===== src/rtl/proc_pkg.sv =====
// Shared processor definitions: instruction fields, opcodes and the issue FSM encoding.
package proc_pkg;

  localparam int INSTR_W = 16;

  localparam int OPC_MSB = 15;
  localparam int OPC_LSB = 12;
  localparam int RD_MSB  = 11;
  localparam int RD_LSB  = 8;
  localparam int RS_MSB  = 7;
  localparam int RS_LSB  = 4;
  localparam int RT_MSB  = 3;
  localparam int RT_LSB  = 0;

  localparam logic [3:0] OP_NOP  = 4'h0;
  localparam logic [3:0] OP_LDI  = 4'h1;
  localparam logic [3:0] OP_ADD  = 4'h2;
  localparam logic [3:0] OP_SUB  = 4'h3;
  localparam logic [3:0] OP_AND  = 4'h4;
  localparam logic [3:0] OP_OR   = 4'h5;
  localparam logic [3:0] OP_XOR  = 4'h6;
  localparam logic [3:0] OP_HALT = 4'hF;

  typedef enum logic [1:0] {
    ST_IDLE,
    ST_RUN,
    ST_WB,
    ST_DONE
  } issue_state_e;

  function automatic logic is_halt(input logic [INSTR_W-1:0] w);
    return w[OPC_MSB:OPC_LSB] == OP_HALT;
  endfunction

endpackage


===== src/rtl/instr_buffer.sv =====
// Program store: register array with one write port and one asynchronous read port.
module instr_buffer #(
  parameter int DEPTH = 16,
  parameter int W     = 16,
  localparam int AW   = $clog2(DEPTH)
) (
  input  logic          clk,
  input  logic          we,
  input  logic [AW-1:0] waddr,
  input  logic [W-1:0]  wdata,
  input  logic [AW-1:0] raddr,
  output logic [W-1:0]  rdata
);

  // Storage is deliberately not reset; the issuer's count decides which entries are valid.
  logic [W-1:0] mem [DEPTH];

  always_ff @(posedge clk) begin
    if (we) mem[waddr] <= wdata;
  end

  assign rdata = mem[raddr];

endmodule


===== src/rtl/instr_issuer.sv =====
// Buffered instruction sequencer: loads a program, then replays it to decode over
// valid/ready with one write-back gap cycle after each accepted word.
module instr_issuer #(
  parameter int DEPTH   = 16,
  parameter int INSTR_W = proc_pkg::INSTR_W,
  localparam int AW     = $clog2(DEPTH),
  localparam int CW     = AW + 1
) (
  input  logic               clk,
  input  logic               rst,
  input  logic               load_valid,
  input  logic [INSTR_W-1:0] load_instr,
  output logic               load_ready,
  input  logic               start,
  input  logic               clear,
  output logic               instr_valid,
  output logic [INSTR_W-1:0] instr_word,
  input  logic               instr_ready,
  output logic [AW-1:0]      pc,
  output logic [CW-1:0]      count,
  output logic               busy,
  output logic               done
);
  import proc_pkg::*;

  issue_state_e       state, state_nx;
  logic [AW-1:0]      pc_nx, pc_inc, rd_addr;
  logic [CW-1:0]      count_nx;
  logic               valid_nx, load_fire, we;
  logic [INSTR_W-1:0] word_nx, rd_data, fetch;

  instr_buffer #(.DEPTH(DEPTH), .W(INSTR_W)) u_buf (
    .clk   (clk),
    .we    (we),
    .waddr (count[AW-1:0]),
    .wdata (load_instr),
    .raddr (rd_addr),
    .rdata (rd_data)
  );

  assign load_ready = (state == ST_IDLE) && (count < CW'(DEPTH));
  assign load_fire  = load_valid && load_ready;
  assign we         = load_fire && !clear;
  assign pc_inc     = pc + AW'(1);
  assign rd_addr    = (state == ST_WB) ? pc_inc : '0;
  // A start that coincides with the very first load must see that word before it lands.
  assign fetch      = (state == ST_IDLE && load_fire && count == '0) ? load_instr : rd_data;

  always_comb begin
    state_nx = state;
    pc_nx    = pc;
    count_nx = count;
    valid_nx = instr_valid;
    word_nx  = instr_word;
    case (state)
      ST_IDLE: begin
        if (clear) begin
          count_nx = '0;
          pc_nx    = '0;
        end else begin
          if (load_fire) count_nx = count + CW'(1);
          if (start && (count != '0 || load_fire)) begin
            state_nx = ST_RUN;
            pc_nx    = '0;
            word_nx  = fetch;
            valid_nx = !is_halt(fetch);
          end
        end
      end
      ST_RUN: begin
        // A HALT word is latched but never offered.
        if (!instr_valid) begin
          state_nx = ST_DONE;
        end else if (instr_ready) begin
          state_nx = ST_WB;
          valid_nx = 1'b0;
        end
      end
      ST_WB: begin
        if (CW'(pc) + CW'(1) == count) begin
          state_nx = ST_DONE;
        end else begin
          state_nx = ST_RUN;
          pc_nx    = pc_inc;
          word_nx  = fetch;
          valid_nx = !is_halt(fetch);
        end
      end
      ST_DONE: begin
        if (clear) begin
          state_nx = ST_IDLE;
          count_nx = '0;
          pc_nx    = '0;
        end else if (start) begin
          state_nx = ST_RUN;
          pc_nx    = '0;
          word_nx  = fetch;
          valid_nx = !is_halt(fetch);
        end
      end
      default: state_nx = ST_IDLE;
    endcase
  end

  always_ff @(posedge clk or posedge rst) begin
    if (rst) begin
      state       <= ST_IDLE;
      pc          <= '0;
      count       <= '0;
      instr_valid <= 1'b0;
      instr_word  <= '0;
      busy        <= 1'b0;
      done        <= 1'b0;
    end else begin
      state       <= state_nx;
      pc          <= pc_nx;
      count       <= count_nx;
      instr_valid <= valid_nx;
      instr_word  <= word_nx;
      busy        <= (state_nx == ST_RUN) || (state_nx == ST_WB);
      done        <= (state_nx == ST_DONE);
    end
  end

endmodule


===== config.mk =====
export PLATFORM = sky130hd
export DESIGN_NAME = instr_issuer
export DESIGN_NICKNAME = d
export VERILOG_FILES = /design/src/rtl/proc_pkg.sv /design/src/rtl/instr_buffer.sv /design/src/rtl/instr_issuer.sv
export SDC_FILE = /design/constraint.sdc
export NUM_CORES = 1
export LEC_CHECK = 0
export ABC_AREA = 1
export CORE_MARGIN = 2
export CORE_UTILIZATION = 45
export CTS_CLUSTER_DIAMETER = 50
export DETAILED_ROUTE_END_ITERATION = 8
export SLEW_MARGIN = 30
export SYNTH_ARGS = -nofsm -noshare
export SYNTH_HDL_FRONTEND = slang
export SYNTH_SLANG_ARGS = --single-unit

===== constraint.sdc =====
create_clock -name clk -period 4.75 [get_ports clk]
set_input_delay 1.425 -clock clk [delete_from_list [all_inputs] [get_ports clk]]
set_output_delay 1.425 -clock clk [all_outputs]
set_load 0.005 [all_outputs]

Word level (Yosys, flattened, before mapping):

Memory sizes are Yosys's and may differ from the RTL's.
Index checks and enable logic that the tools add are counted.

* output and inout bits: 29
* bits of input ports: 22
* memory bits (writable): 256
* memories kept: 1
* logic and storage cells: 84
* bits in registers: 30

* add/sub/neg operators: 3
* reduce and logical (&&, ||, !) cells: 19
* multiplexer cells: 36
* equal/unequal tests: 17
* $lt $le $gt $ge: 1

Memory list
* u_buf.mem: depth 16, width 16, rd ports 1, clocked after memory_dff 0, write ports 1, RTL line instr_buffer.sv:16 `logic [W-1:0] mem [DEPTH];`

Operators with widths (number)
* 2-to-1 mux 16 bit: 6
* one-hot mux 16 bit (3 select lines): 1
* 2-to-1 mux 4 bit: 6
* 2-to-1 mux 5 bit: 3
* 2-to-1 mux 2 bit: 7
* one-hot mux 4 bit (3 select lines): 1
* != test 2 bit (second input constant): 5
* one-hot mux 5 bit (2 select lines): 1
* 2-to-1 mux 1 bit: 9
* equality test 2 bit (second input constant): 4
* one-hot mux 2 bit (4 select lines): 1
* logical AND 1 bit: 6
* != test 3 bit (second input constant): 2
* AND reduction 6 bit: 1
* adder 4 x 1 -> 5 bit (second input constant): 1
* adder 5 x 1 -> 5 bit (second input constant): 1
* equality test 5 bit: 1
* zero test 5 bit: 1
* < comparator 5 bit (second input constant): 1
* AND reduction 5 bit: 1
* nonzero test 5 bit: 1
* adder 4 x 1 -> 4 bit (second input constant): 1
* equality test 2 x 1 -> 1 bit (second input constant): 2
* equality test 4 bit (second input constant): 1
* other kinds (10): 12

Logic depth before layout (Yosys ltp):

* depth after elaboration: 11
* gate-level depth with buffers: 16
* mapped depth without buffers: 16

By module:

A second synthesis with hierarchy kept.

* cells, all modules: 1272
* area total of the unflattened synthesis: 12901.1 µm²

Modules (own cells, without submodules)
* instr_buffer: instances 1, area each 11060.6 µm², cells an instance 1058, sequential area each 7687.4 µm²
* instr_issuer: instances 1, area each 1840.5 µm², cells an instance 214, sequential area each 750.7 µm²

Worst setup path after synthesis:

No wires, ideal clock.

* kind: in2reg
* start: input port load_valid
* end: memory u_buf.mem[4][0] (enable)
* buffers on the path: 0
* stages: 4
* arrival: 2.969 ns
* setup time: 0.409 ns
* data required time: 4.341 ns
* path slack: 1.372 ns
* path through: nand2_4 -> nor2_1 -> inv_1 -> nor3_1

* cells in the longest elaborated chain, start to end: 4

Ends and longest elaborated chain
* start, declared: RTL line instr_issuer.sv:11 `input logic load_valid,`
* logical AND 1 bit: RTL line instr_issuer.sv:42 `assign load_fire = load_valid && load_ready;`
* logical AND 1 bit: RTL line instr_issuer.sv:43 `assign we = load_fire && !clear;`
* 2-to-1 mux 1 bit: RTL line instr_buffer.sv:19 `if (we) mem[waddr] <= wdata;`
* 2-to-1 mux 1 bit (implied by the code): RTL line instr_buffer.sv:19
* end, declared: RTL line instr_buffer.sv:16

Every way passes these cells.

Worst setup path in the final report:

* start: register state[1]
* end: output port load_ready

* cells in the longest elaborated chain, start to end: 2

Ends and longest elaborated chain
* start, declared: RTL line instr_issuer.sv:26 `issue_state_e state, state_nx;`
* start signal, assigned: RTL line instr_issuer.sv:115 `state <= state_nx;`
* zero test 2 bit: RTL line instr_issuer.sv:41 `assign load_ready = (state == ST_IDLE) && (count < CW'(DEPTH));`
* logical AND 1 bit: RTL line instr_issuer.sv:41
* end, declared: RTL line instr_issuer.sv:13 `output logic load_ready,`

Every way passes these cells.

==> parameters.txt <==
Parameter                              Value

Status
  Result of the run ... finished clean

Floorplan
  Number of primary I/O pins ... 51
  Die height ... roughly 170 um
  Std-Cell Core Area ... around 26,000 um2
  Initial cell density of the core ... 0.457
  Cell row count ... 59
  Full die area ... ~28,000 um2
  Die width ... between 150 and 200 um

Final layout
  NumNets Final ... ~1,100
  Most frequent cells in the layout ... edfxtp_1 (256), nand2_1 (218), nand3_1 (124)
  Layout Area Growth over Synthesis ... 16.8%
  Number of filler instances in the final layout ... around 2,200
  Antenna fix cells ... 0
  Proportion of layout cells with a drive suffix above 1 ... 0.125
  Commonest non-fill, non-tap cell in the layout ... edfxtp_1
  Fraction of the core area covered by cells at the end of the flow ... 0.534

Yosys
  Cell type with the highest aggregate area in the netlist ... edfxtp_1
  Number of flip-flops and latches in the synthesized netlist ... between 200 and 300
  Fraction of post-synthesis cell area in the top cell type by area ... 0.645
  Proportion of register bits with asynchronous set or reset after synthesis ... 0.105
  Commonest register cell after synthesis ... edfxtp_1
  Cell variety after synth ... 40
  Average cell area after synthesis ... roughly 12 um2
  Synth area leaders ... edfxtp_1 (65%), nand2_1 (6.9%), dfrtp_1 (6.3%), nand3_1 (5.2%), nor2_1 (2.4%)
  Number of nets in the synthesized netlist ... 1,002
  Synthesized cell area ... about 12,000 um2
  Number of warnings reported in the yosys synthesis log ... 0
  Sequential-to-total area share from yosys stat ... 0.708
  Gate count of the mapped netlist ... around 970
  Number of flops mapped to enable cells by yosys ... about 260

Route
  Routed wirelength normalized by instance count ... around 20 um
  Aggregate routed wire length ... about 28,000 um
  Count of antenna-violating nets left after detailed routing ... 0
  Number of DRC markers after the initial detailed-route iteration ... 740
  Via count normalized by instance count ... approximately 5.5
  TritonRoute pass-1 iters ... 7
  # DRC ... 0
  Total via count in the routed design ... just under 8,000

Timing
  Final Max Slew Viols ... 0
  Worst slew margin ... 0.427
  Clock skew after layout ... between 0.01 and 0.015 ns
  Unrepaired setup endpoints after global routing ... false
  Least-Margin Pin Slew ... about 0.86 ns
  Period utilisation layout ... 0.691
  Final setup violation count ... 0
  Final number of hold-violating endpoints ... 0
  Final min period ... ~3.3 ns
  Post-route setup TNS ... 0 ns
  Max frequency ... ~300 MHz

Pwr
  Power per cell area ... between 500 and 600 nW/um2
  Standby leakage power ... approximately 0.005 uW
  Max IR drop VDD ... approximately 0.33 mV

GRT
  Wire length of the first global-routing pass ... about 43,000 um
  Via count of the first global-routing pass ... roughly 7,500
  Tot GR Track Use ... 0.204
  Total gr overflow ... 0
  Maximum number of pins on one net before global-route repair ... 70
  Number of antenna violations at the first check in global routing ... 0

Clock network
  Clock Latency Late Sink ... roughly 0.50 ns
  Maximum clock insertion buffer count ... 3
  Buffers inserted during post-CTS setup optimization ... 0
  Max H-tree Level ... 2
  Clock root buffer ... clkbuf_16
  Number of hold-repair buffers added at the cts stage ... 0
  Clock slew seen by the registers of the worst setup and hold paths ... 0.05 ns
  CTS tree ... built
  Number of buffers inserted during clock tree synthesis ... 35
  Clock tree sinks ... about 290
  Total of cells resized after clock tree synthesis ... 0

Critical path
  Type of element launching the critical path ... register
  Kind of critical path ... register to output port
  Crit path DAT ... about 1.9 ns
  Critical path fanouts, max ... 6
  Slack of the worst reg-to-reg path ... between 1.5 and 2 ns
  Crit path capture type ... output port
  Required time worst endpoint ... between 3 and 4 ns

Run
  Maxcap violations ... 0

Placement
  Post-detailed-placement half-perimeter wirelength ... approximately 17,000 um
  Placer congestion estimate ... between 0.8 and 0.9
  Count of input and output buffers ... 50

Hold path
  Worst min path class ... register to register
-- routing by layer --
layer | share of wire | vias to the layer above | global-route usage
li1 | - | 3640 | -
met1 | 0.46 | 3733 | 0.301
met2 | 0.45 | 287 | 0.311
met3 | 0.068 | 46 | 0.0361
met4 | 0.019 | 0 | 0.0581
met5 | 0 | - | 0
-- synthesized netlist by cell type, types with 8 or more instances --
cell type / instances
clkbuf_1: 13
inv_1: 25
or2_2: 13
nor2_1: 76
o21ai_1: 22
a21oi_1: 13
inv_2: 11
buf_4: 10
nor2_4: 8
dfrtp_1: 30
edfxtp_1: 256
o211ai_1: 24
buf_2: 16
nand2_1: 218
o221ai_1: 25
nand3_1: 124
o21ai_0: 41
-- logic make-up (layout without fill, tap and decap cells) --
| family | Yosys count | count (layout) | synth area share |
|---|---|---|---|
| AOI/OAI and AO/OA | 138 | 138 | 0.0764 |
| xor gates and xnor gates | 4 | 4 | 0.00294 |
| adders and majority gates | 6 | 6 | 0.00630 |
| buffers and inverters | 86 | 176 | 0.0358 |
| DFF | 286 | 286 | 0.708 |
| and+or+nand+nor | 454 | 454 | 0.170 |
-- state kept, by name (all words and copies together) (netlist names) --
name / count
u_buf.mem: 256
instr_word: 16
count: 5
pc: 4
state: 2
busy: 1
done: 1
instr_valid: 1
-- worst paths after layout --
check | startpoint | cells after the start | end
min in group asynchronous | rst | 2 | done
setup / recovery | state[1] | 4 | load_ready
max in group asynchronous | rst | 2 | instr_word[0]
setup reg to reg | pc[0] | 15 | instr_valid
hold reg to reg | instr_word[1] | 2 | instr_word[1]
hold / removal | instr_word[1] | 2 | instr_word[1]
-- cell type report --
type,count,area (um2),share of cell area
multi-input combinational,602,3070,0.221
clock inverter,19,210,0.0151
sequential,286,8440,0.606
tap,335,419,0.0301
timing repair buffer,79,731,0.0525
clock buffer,42,912,0.0656
inverter,36,135,0.00971
-- power breakdown --
group | switching (uW) | total (uW) | internal, uW | leakage [uW]
Sequential | 90.9 | 2970 | 2880 | 0.00268
Combinational | 1240 | 1920 | 675 | 0.00180
Clock | 990 | 2580 | 1590 | 0.000546
Total | 2320 | 7470 | 5150 | 0.00502
-- critical path, stage by stage, from the launching register on --
cell	delay, ns
dfrtp_1	0.48
nor2_2	0.18
inv_2	0.08
nor2_4	0.11
clkdlybuf4s50_1	0.51
-- through the flow --
| step | instances | setup slack (ns) | hold slack (ns) | area (um2) | power [uW] |
|---|---|---|---|---|---|
| 5_1_grt | 1399 | 1.39 | 0.494 | 13900 | 7870 |
| 2_1_floorplan | 974 | 1.37 | 0.472 | 11900 | 4340 |
| 3_3_place_gp | 1338 | 1.24 | 0.463 | 12800 | 4930 |
| 3_5_place_dp | 1338 | 1.19 | 0.465 | 12800 | 4950 |
| 4_1_cts | 1399 | 1.44 | 0.480 | 13900 | 7540 |
| 6_report | 1399 | 1.47 | 0.473 | 13900 | 7470 |
(Power assumes the default switching activity.)
